[config.mk]
export PLATFORM = sky130hd
export DESIGN_NAME = mem_port_arbiter
export DESIGN_NICKNAME = d
export VERILOG_FILES = /design/src/rtl/multicore_pkg.sv /design/src/rtl/mem_arb_select.sv /design/src/rtl/mem_port_arbiter.sv
export SDC_FILE = /design/constraint.sdc
export NUM_CORES = 1
export LEC_CHECK = 0
export ABC_AREA = 1
export CORE_ASPECT_RATIO = 1.25
export CORE_MARGIN = 2
export CORE_UTILIZATION = 35
export CTS_CLUSTER_DIAMETER = 120
export DETAILED_ROUTE_END_ITERATION = 8
export PLACE_DENSITY = 0.69
export SYNTH_ARGS = -nofsm -noshare
export SYNTH_HDL_FRONTEND = slang
export SYNTH_SLANG_ARGS = --single-unit
[constraint.sdc]
create_clock -name i_aclk -period 5.05 [get_ports i_aclk]
set_input_delay 0.7575 -clock i_aclk [delete_from_list [all_inputs] [get_ports i_aclk]]
set_output_delay 0.7575 -clock i_aclk [all_outputs]
set_load 0.05 [all_outputs]
[src/rtl/multicore_pkg.sv]
// Shared types for the external memory port arbiter.
// Latency: n/a (types and constants only).
// Backpressure: n/a.
package multicore_pkg;

    localparam int LINE_WORDS = 4;

    typedef enum logic [1:0] {
        OWNER_NONE,
        OWNER_IF,
        OWNER_MA
    } arb_owner_e;

    typedef enum logic [1:0] {
        ARB_IDLE,
        ARB_ISSUE,
        ARB_DRAIN,
        ARB_DONE
    } arb_state_e;

endpackage

[src/rtl/mem_arb_select.sv]
// Winner pick between fetch and data requesters, with an MA streak counter that forces fetch progress.
// Latency: grants are combinational in the arbitrate cycle; the streak updates on the next edge.
// Backpressure: requesters hold req until their grant; no grant is issued unless arbitrate is high.
module mem_arb_select #(
    parameter int MAX_MA_STREAK = 3
) (
    input  logic clk,
    input  logic reset,
    input  logic if_req,
    input  logic ma_req,
    input  logic arbitrate,
    output logic gnt_if,
    output logic gnt_ma
);

    localparam int SW = $clog2(MAX_MA_STREAK + 1);

    logic [SW-1:0] streak;
    logic          force_if;
    logic          ma_win;
    logic          if_win;

    // The data side holds the older instruction, so it wins unless fetch has waited too long.
    assign force_if = if_req && (streak == SW'(MAX_MA_STREAK));
    assign ma_win   = ma_req && !force_if;
    assign if_win   = if_req && !ma_win;
    assign gnt_ma   = arbitrate && ma_win;
    assign gnt_if   = arbitrate && if_win;

    always_ff @(posedge clk) begin
        if (reset) begin
            streak <= '0;
        end else if (arbitrate) begin
            if (!if_req || if_win) begin
                streak <= '0;
            end else if (ma_win && (streak != SW'(MAX_MA_STREAK))) begin
                streak <= streak + SW'(1);
            end
        end
    end

endmodule

[src/rtl/mem_port_arbiter.sv]
// Shares one external memory port between fetch line bursts and data line reads / word writes.
// Latency: grant to first command 1 cycle; each response forwarded 1 cycle after i_mem_rvalid; done 1 cycle after the last beat.
// Backpressure: o_mem_req holds address/data until i_mem_ready; requesters hold req until their one-cycle grant.
module mem_port_arbiter #(
    parameter int LINE_WORDS    = multicore_pkg::LINE_WORDS,
    parameter int MAX_MA_STREAK = 3
) (
    input  logic        i_aclk,
    input  logic        i_reset,
    input  logic        i_if_req,
    input  logic [31:0] i_if_addr,
    input  logic        i_if_abort,
    output logic        o_if_gnt,
    output logic        o_if_rvalid,
    output logic [31:0] o_if_rdata,
    output logic        o_if_done,
    input  logic        i_ma_req,
    input  logic        i_ma_we,
    input  logic [31:0] i_ma_addr,
    input  logic [31:0] i_ma_wdata,
    output logic        o_ma_gnt,
    output logic        o_ma_rvalid,
    output logic [31:0] o_ma_rdata,
    output logic        o_ma_done,
    output logic        o_mem_req,
    output logic        o_mem_we,
    output logic [31:0] o_mem_addr,
    output logic [31:0] o_mem_wdata,
    input  logic        i_mem_ready,
    input  logic        i_mem_rvalid,
    input  logic [31:0] i_mem_rdata,
    output logic        o_busy
);

    import multicore_pkg::*;

    localparam int          CW        = $clog2(LINE_WORDS + 1);
    localparam logic [31:0] LINE_MASK = ~(32'(LINE_WORDS * 4) - 32'd1);

    arb_state_e    state;
    arb_state_e    state_nxt;
    arb_owner_e    owner;
    logic [31:0]   base_addr;
    logic [31:0]   wdata_q;
    logic          we_q;
    logic          aborted;
    logic [CW-1:0] issued;
    logic [CW-1:0] rcvd;
    logic [CW-1:0] issued_nxt;
    logic [CW-1:0] rcvd_nxt;
    logic [CW-1:0] beat_total;
    logic          arb_en;
    logic          gnt_if;
    logic          gnt_ma;
    logic          mem_acc;
    logic          rsp_ok;
    logic          abort_now;
    logic          if_fwd;
    logic          ma_fwd;

    mem_arb_select #(
        .MAX_MA_STREAK(MAX_MA_STREAK)
    ) u_sel (
        .clk       (i_aclk),
        .reset     (i_reset),
        .if_req    (i_if_req),
        .ma_req    (i_ma_req),
        .arbitrate (arb_en),
        .gnt_if    (gnt_if),
        .gnt_ma    (gnt_ma)
    );

    assign arb_en   = (state == ARB_IDLE) && !i_reset;
    assign o_if_gnt = gnt_if;
    assign o_ma_gnt = gnt_ma;

    assign beat_total = we_q ? CW'(1) : CW'(LINE_WORDS);
    assign o_mem_req  = (state == ARB_ISSUE);
    assign mem_acc    = o_mem_req && i_mem_ready;
    // A response with nothing outstanding is a protocol error and is dropped.
    assign rsp_ok     = i_mem_rvalid && (rcvd < issued);
    assign abort_now  = i_if_abort && (owner == OWNER_IF) &&
                        ((state == ARB_ISSUE) || (state == ARB_DRAIN));
    assign issued_nxt = issued + CW'(mem_acc);
    assign rcvd_nxt   = rcvd + CW'(rsp_ok);
    assign if_fwd     = rsp_ok && (owner == OWNER_IF) && !(aborted || abort_now);
    assign ma_fwd     = rsp_ok && (owner == OWNER_MA);

    assign o_mem_addr  = o_mem_req ? (base_addr + (32'(issued) << 2)) : '0;
    assign o_mem_we    = o_mem_req && we_q;
    assign o_mem_wdata = o_mem_req ? wdata_q : '0;
    assign o_busy      = (state != ARB_IDLE);
    assign o_if_done   = (state == ARB_DONE) && (owner == OWNER_IF);
    assign o_ma_done   = (state == ARB_DONE) && (owner == OWNER_MA);

    always_comb begin
        state_nxt = state;
        case (state)
            ARB_IDLE: begin
                if (gnt_if || gnt_ma) state_nxt = ARB_ISSUE;
            end
            ARB_ISSUE: begin
                // A beat accepted in the abort cycle still counts and must be drained.
                if (abort_now) begin
                    state_nxt = (issued_nxt == rcvd_nxt) ? ARB_IDLE : ARB_DRAIN;
                end else if (mem_acc && (issued_nxt == beat_total)) begin
                    state_nxt = we_q ? ARB_DONE : ARB_DRAIN;
                end
            end
            ARB_DRAIN: begin
                if (abort_now) begin
                    state_nxt = (rcvd_nxt == issued) ? ARB_IDLE : ARB_DRAIN;
                end else if (rcvd == issued) begin
                    state_nxt = aborted ? ARB_IDLE : ARB_DONE;
                end
            end
            ARB_DONE: state_nxt = ARB_IDLE;
            default:  state_nxt = ARB_IDLE;
        endcase
    end

    always_ff @(posedge i_aclk) begin
        if (i_reset) begin
            state       <= ARB_IDLE;
            owner       <= OWNER_NONE;
            base_addr   <= '0;
            wdata_q     <= '0;
            we_q        <= 1'b0;
            aborted     <= 1'b0;
            issued      <= '0;
            rcvd        <= '0;
            o_if_rvalid <= 1'b0;
            o_if_rdata  <= '0;
            o_ma_rvalid <= 1'b0;
            o_ma_rdata  <= '0;
        end else begin
            state       <= state_nxt;
            o_if_rvalid <= if_fwd;
            o_ma_rvalid <= ma_fwd;
            if (if_fwd) o_if_rdata <= i_mem_rdata;
            if (ma_fwd) o_ma_rdata <= i_mem_rdata;
            if (gnt_if || gnt_ma) begin
                owner     <= gnt_ma ? OWNER_MA : OWNER_IF;
                base_addr <= gnt_ma ? i_ma_addr : (i_if_addr & LINE_MASK);
                we_q      <= gnt_ma && i_ma_we;
                wdata_q   <= gnt_ma ? i_ma_wdata : '0;
                aborted   <= 1'b0;
                issued    <= '0;
                rcvd      <= '0;
            end else begin
                issued <= issued_nxt;
                rcvd   <= rcvd_nxt;
                if (abort_now) aborted <= 1'b1;
                if (state_nxt == ARB_IDLE) begin
                    owner   <= OWNER_NONE;
                    aborted <= 1'b0;
                    issued  <= '0;
                    rcvd    <= '0;
                end
            end
        end
    end

endmodule
Word-level counts from Yosys, hierarchy flattened

Cells that the tools add are included.

Register bits after elaboration: 144
Bits in latches: 0
Memory bits (writable): 0
Memory bits (read-only): 0
Output and inout bits: 137
Word-level logic and storage cells: 84
Memories kept: 0

$add $sub $neg: 4
Multipliers: 0
Divide/modulo/power cells: 0
Magnitude comparators: 1
Equal/unequal tests: 11
Shift-type cells: 0
Multiplexer cells: 20
Bitwise logic cells: 0
Reductions and logical operators: 35

Operators by type and width:

| cell                                                             | number |
|---|---|
| 32-bit 2-to-1 mux                                                | 4 |
| 32-bit by 5-bit adder with 32-bit output                         | 1 |
| 2-bit 2-to-1 mux                                                 | 13 |
| 1-bit logical AND                                                | 19 |
| 3-bit == test                                                    | 4 |
| 2-bit == test (second input constant)                            | 4 |
| 2-bit case mux with 4 select lines                               | 1 |
| 3-bit by 1-bit adder with 3-bit output                           | 2 |
| 2-bit nonzero test                                               | 3 |
| 1-bit zero test                                                  | 5 |
| 2-bit by 1-bit == test with 1-bit output (second input constant) | 2 |
| 2-bit zero test                                                  | 2 |
| 1-bit logical OR                                                 | 4 |
| 3-bit < comparator                                               | 1 |
| 3-bit 2-to-1 mux                                                 | 1 |
| 3-bit OR reduction                                               | 1 |
| 2-bit by 1-bit adder with 2-bit output (second input constant)   | 1 |
| 2-bit != test (second input constant)                            | 1 |
| 2-bit AND reduction                                              | 1 |
| 1-bit 2-to-1 mux                                                 | 1 |

Depth between registers and ports, before layout

Depth in word-level cells: 13
Mapped depth: 21

Hierarchy

Synthesis repeated with hierarchy kept, for this count alone.

Cell total of the unflattened synthesis: 968
Area total of the unflattened synthesis: 6909.1 sq um

By module, submodules not included:

| module           | times used | cells each | area each (sq um) |
|---|---|---|---|
| mem_port_arbiter | 1          | 949        | 6785.3 |
| mem_arb_select   | 1          | 19         | 123.9 |

Least setup slack after synthesis

No wires, ideal clock.

Kind: register to output
From: reg state[1]
To: out o_mem_addr[16]
Arrival time: 2.668 ns
Required time: 4.293 ns
Slack: 1.625 ns
Stages on the path, launching flop included: 7
Path buffers: 2
Cell sequence: dfxtp_1 inv_1 ha_1 clkbuf_1 inv_1 clkbuf_1 nor3_1

Cells in the longest elaborated chain, start to end: 2

RTL lines:

| what                                     | line                    | text |
|---|---|---|
| from (decl)                              | mem_port_arbiter.sv:40  | `arb_state_e state;` |
| from (signal assigned)                   | mem_port_arbiter.sv:137 | `state <= state_nxt;` |
| 2-bit by 1-bit == test with 1-bit output | mem_port_arbiter.sv:78  | `assign o_mem_req = (state == ARB_ISSUE);` |
| net o_mem_req                            | mem_port_arbiter.sv:25  | `output logic o_mem_req,` |
| 32-bit 2-to-1 mux                        | mem_port_arbiter.sv:89  | `assign o_mem_addr = o_mem_req ? (base_addr + (32'(issued) << 2)) : '0;` |
| to (decl)                                | mem_port_arbiter.sv:27  | `output logic [31:0] o_mem_addr,` |

The timed path passes the listed nets, and every way through them passes these cells.

Final worst setup path

From: reg issued[0]
To: out o_mem_addr[16]

Cells in the longest elaborated chain, start to end: 2

RTL lines:

| what                                     | line                    | text |
|---|---|---|
| from (decl)                              | mem_port_arbiter.sv:47  | `logic [CW-1:0] issued;` |
| from (signal assigned)                   | mem_port_arbiter.sv:151 | `issued <= issued_nxt;` |
| 32-bit by 5-bit adder with 32-bit output | mem_port_arbiter.sv:89  |  |
| 32-bit 2-to-1 mux                        | mem_port_arbiter.sv:89  |  |

No other way between the ends.

==> impl_metrics.env <==
export IMPL_synth_area_per_cell_um2=7.38
export IMPL_skew_ns=0.0142
export IMPL_ctsHoldBuffers=0
export IMPL_drc=0
export IMPL_drive_gt1_share_pct=4.94
export IMPL_final_max_slew_viol_count=0
export IMPL_coreArea_um2=18600
export IMPL_synth_area_top_cells="dfxtp_1 (44%), nand2_1 (8.7%), nor2_1 (8.0%)"
export IMPL_status="finished clean"
export IMPL_cts_root_buf="clkbuf_16"
export IMPL_start_util_pct=35.4
export IMPL_holdCritPathClass="reg -> reg"
export IMPL_ys_ff_latch=144
export IMPL_grt_usage_pct=21.6
export IMPL_report_final_hold_viol_count=0
export IMPL_netlist_instances=893
export IMPL_cpPeakStageDelay_ns=0.85
export IMPL_grt_setup_unrepaired="no"
export IMPL_path_delay_family="simple AND/OR/NAND/NOR gates"
export IMPL_ir_drop_mv=0.214
export IMPL_finalSetupTns_ns=0
export IMPL_leakagePower_uw=0.00397
export IMPL_syn_area_um2=6590
export IMPL_start_kind="flip-flop"
export IMPL_grt_overflow_total=0
export IMPL_ys_warn_count=0
export IMPL_yosys_top_cells_count="nand2_1 (153), dfxtp_1 (144), nor2_1 (140)"
export IMPL_ys_flop_type="dfxtp_1"
export IMPL_grt_pass1_vias=6738
export IMPL_row_count=56
export IMPL_synth_edff_count=0
export IMPL_cp_num_buf_inv=1
export IMPL_yosysMostFrequentCell="nand2_1"
export IMPL_worst_path_max_delay_cell="clkdlybuf4s50_1"
export IMPL_path_common_cell="nand2_1"
export IMPL_wl_per_cell_um=15.9
export IMPL_crit_chain="ha_1 -> fa_1 -> nand2_1 -> a21oi_2 -> nand2_1 -> nor2_1 -> nand2_1 -> nor3_2 -> a21oi_1 -> nor3_1 -> clkdlybuf4s50_1"
export IMPL_path_clk_slew_ns=0.06
export IMPL_dr_pass1_iters=4
export IMPL_grt_pass1_wl_um=34400
export IMPL_drt_wl_total_um=22000
export IMPL_grt_start_max_net_pins=61
export IMPL_power_density_nw_per_um2=377
export IMPL_synth_top_area_cell="dfxtp_1"
export IMPL_clock_path_buffers=2
export IMPL_post_cts_buffers=0
export IMPL_clk_latency_ns=0.42
export IMPL_max_freq_mhz=240
export IMPL_crit_path_max_fanout=5
export IMPL_syn_to_final_growth_pct=52.2
export IMPL_ant_nets=0
export IMPL_vias=6898
export IMPL_synth_nets=1046
export IMPL_cts_tree="done"
export IMPL_place_hpwl_um=15800
export IMPL_ys_seq_area_share_pct=43.7
export IMPL_ios=273
export IMPL_cp_required_ns=4.29
export IMPL_vias_per_cell=4.98
export IMPL_worstSetupEndpointType="primary output"
export IMPL_p_total_uw=3780
export IMPL_ctsResizeCount=0
export IMPL_place_area_um2=9470
export IMPL_cts_buffers_inserted=17
export IMPL_die_x_um=127
export IMPL_finalCritPeriodShare_pct=82.6
export IMPL_worst_slew_pin_slew_ns=0.735
export IMPL_place_gp_congestion=0.910
export IMPL_finalSetupViolations=0
export IMPL_portBuffers=268
export IMPL_clock_sinks=144
export IMPL_path_class="reg -> out"
export IMPL_antenna_cells=0
export IMPL_antenna_found_initial=0
export IMPL_stdcell_area_um2=10000
export IMPL_fin_crit_ns=4.17
export IMPL_die_h_um=157
export IMPL_drt_iter0_markers=390
export IMPL_drv_cap=0
export IMPL_async_flop_share_pct=0
export IMPL_nNetsFinal=1295
export IMPL_slew_headroom_pct=51.0
export IMPL_design_die_area_um2=19900
export IMPL_worstPathArrival_ns=3.42
export IMPL_synth_top_area_share_pct=43.7
export IMPL_ctsHtreeMaxLevel=4
export IMPL_ys_types=34
==> where the power goes <==
part           internal [µW]  total [µW]  switching [µW]
Clock                    685        1200             518
Sequential              1270        1380             112
Combinational            420        1200             778
Total                   2380        3780            1410
==> cell families (layout without fill, tap and decap cells) <==
group	count (synthesis)	count (layout)	share of synthesized area, %
xor+xnor	8	8	1.06
flops	144	144	43.7
buf+inv	151	412	8.83
compound gates	187	187	18.3
fa+ha+maj	17	17	3.34
simple gates	386	386	24.7
==> metal layers <==
| layer | up-vias | track usage (%) | share of wire [%] |
|---|---|---|---|
| li1 | 3475 | - | - |
| met2 | 260 | 38.4 | 49 |
| met5 | - | 0 | 0 |
| met3 | 35 | 7.24 | 8.8 |
| met1 | 3128 | 23.9 | 41 |
| met4 | 0 | 8.42 | 2.2 |
==> through the flow <==
stage | cells | hold slack, ns | util [%] | setup WS, ns
after floorplan | 893 | 0.442 | - | 1.62
after global placement | 1355 | 0.447 | 50.8 | 1.31
after detailed placement | 1355 | 0.453 | 50.8 | 1.30
after CTS | 1386 | 0.463 | 53.8 | 0.843
after global routing | 1386 | 0.481 | 53.8 | 0.644
final | 1386 | 0.464 | 53.8 | 0.876
==> layout make-up <==
type	instances	area, µm²
sequential	144	2880
fill	1813	8610
tap	232	290
timing repair buffer	278	2780
multi-input combinational	598	3130
clock buffer	18	429
inverter	103	387
clock inverter	13	129
==> sequential cells by signal (all words and copies together) (netlist names), 2 cells and up <==
register      cells
base_addr        32
issued            3
o_if_rdata       32
o_ma_rdata       32
owner             2
rcvd              3
state             2
u_sel.streak      2
wdata_q          32
==> path summary, 6_finish.rpt <==
path	slack (ns)	cells after the start	to	from
max	0.88	11	o_mem_addr[16]	issued[0]$_SDFF_PP0_
min	0.46	2	o_ma_rdata[25]$_SDFFE_PP0P_	o_ma_rdata[25]$_SDFFE_PP0P_
max reg2reg	2.09	8	base_addr[15]$_SDFFE_PP0P_	state[0]$_SDFF_PP0_
min reg2reg	0.46	2	o_ma_rdata[25]$_SDFFE_PP0P_	o_ma_rdata[25]$_SDFFE_PP0P_
==> placed cells by master (no fill, tap or decap), types with 4 or more instances in the layout <==
cell	count
nor3_1	13
inv_6	4
dfxtp_1	144
a22o_1	36
clkinvlp_4	4
nand3_1	54
nor2_1	138
inv_1	100
buf_4	10
xor2_1	8
clkdlybuf4s50_1	266
clkbuf_16	17
a21oi_1	69
o21ai_0	43
nand2_1	153
nand4_1	14
o221ai_1	28
ha_1	15
==> worst min-delay path, stage by stage, from the launching register on <==
cell and delay (ns):
dfxtp_1 0.31, nand2_1 0.06, a21oi_1 0.05
Power figures use the tool's default switching activity.
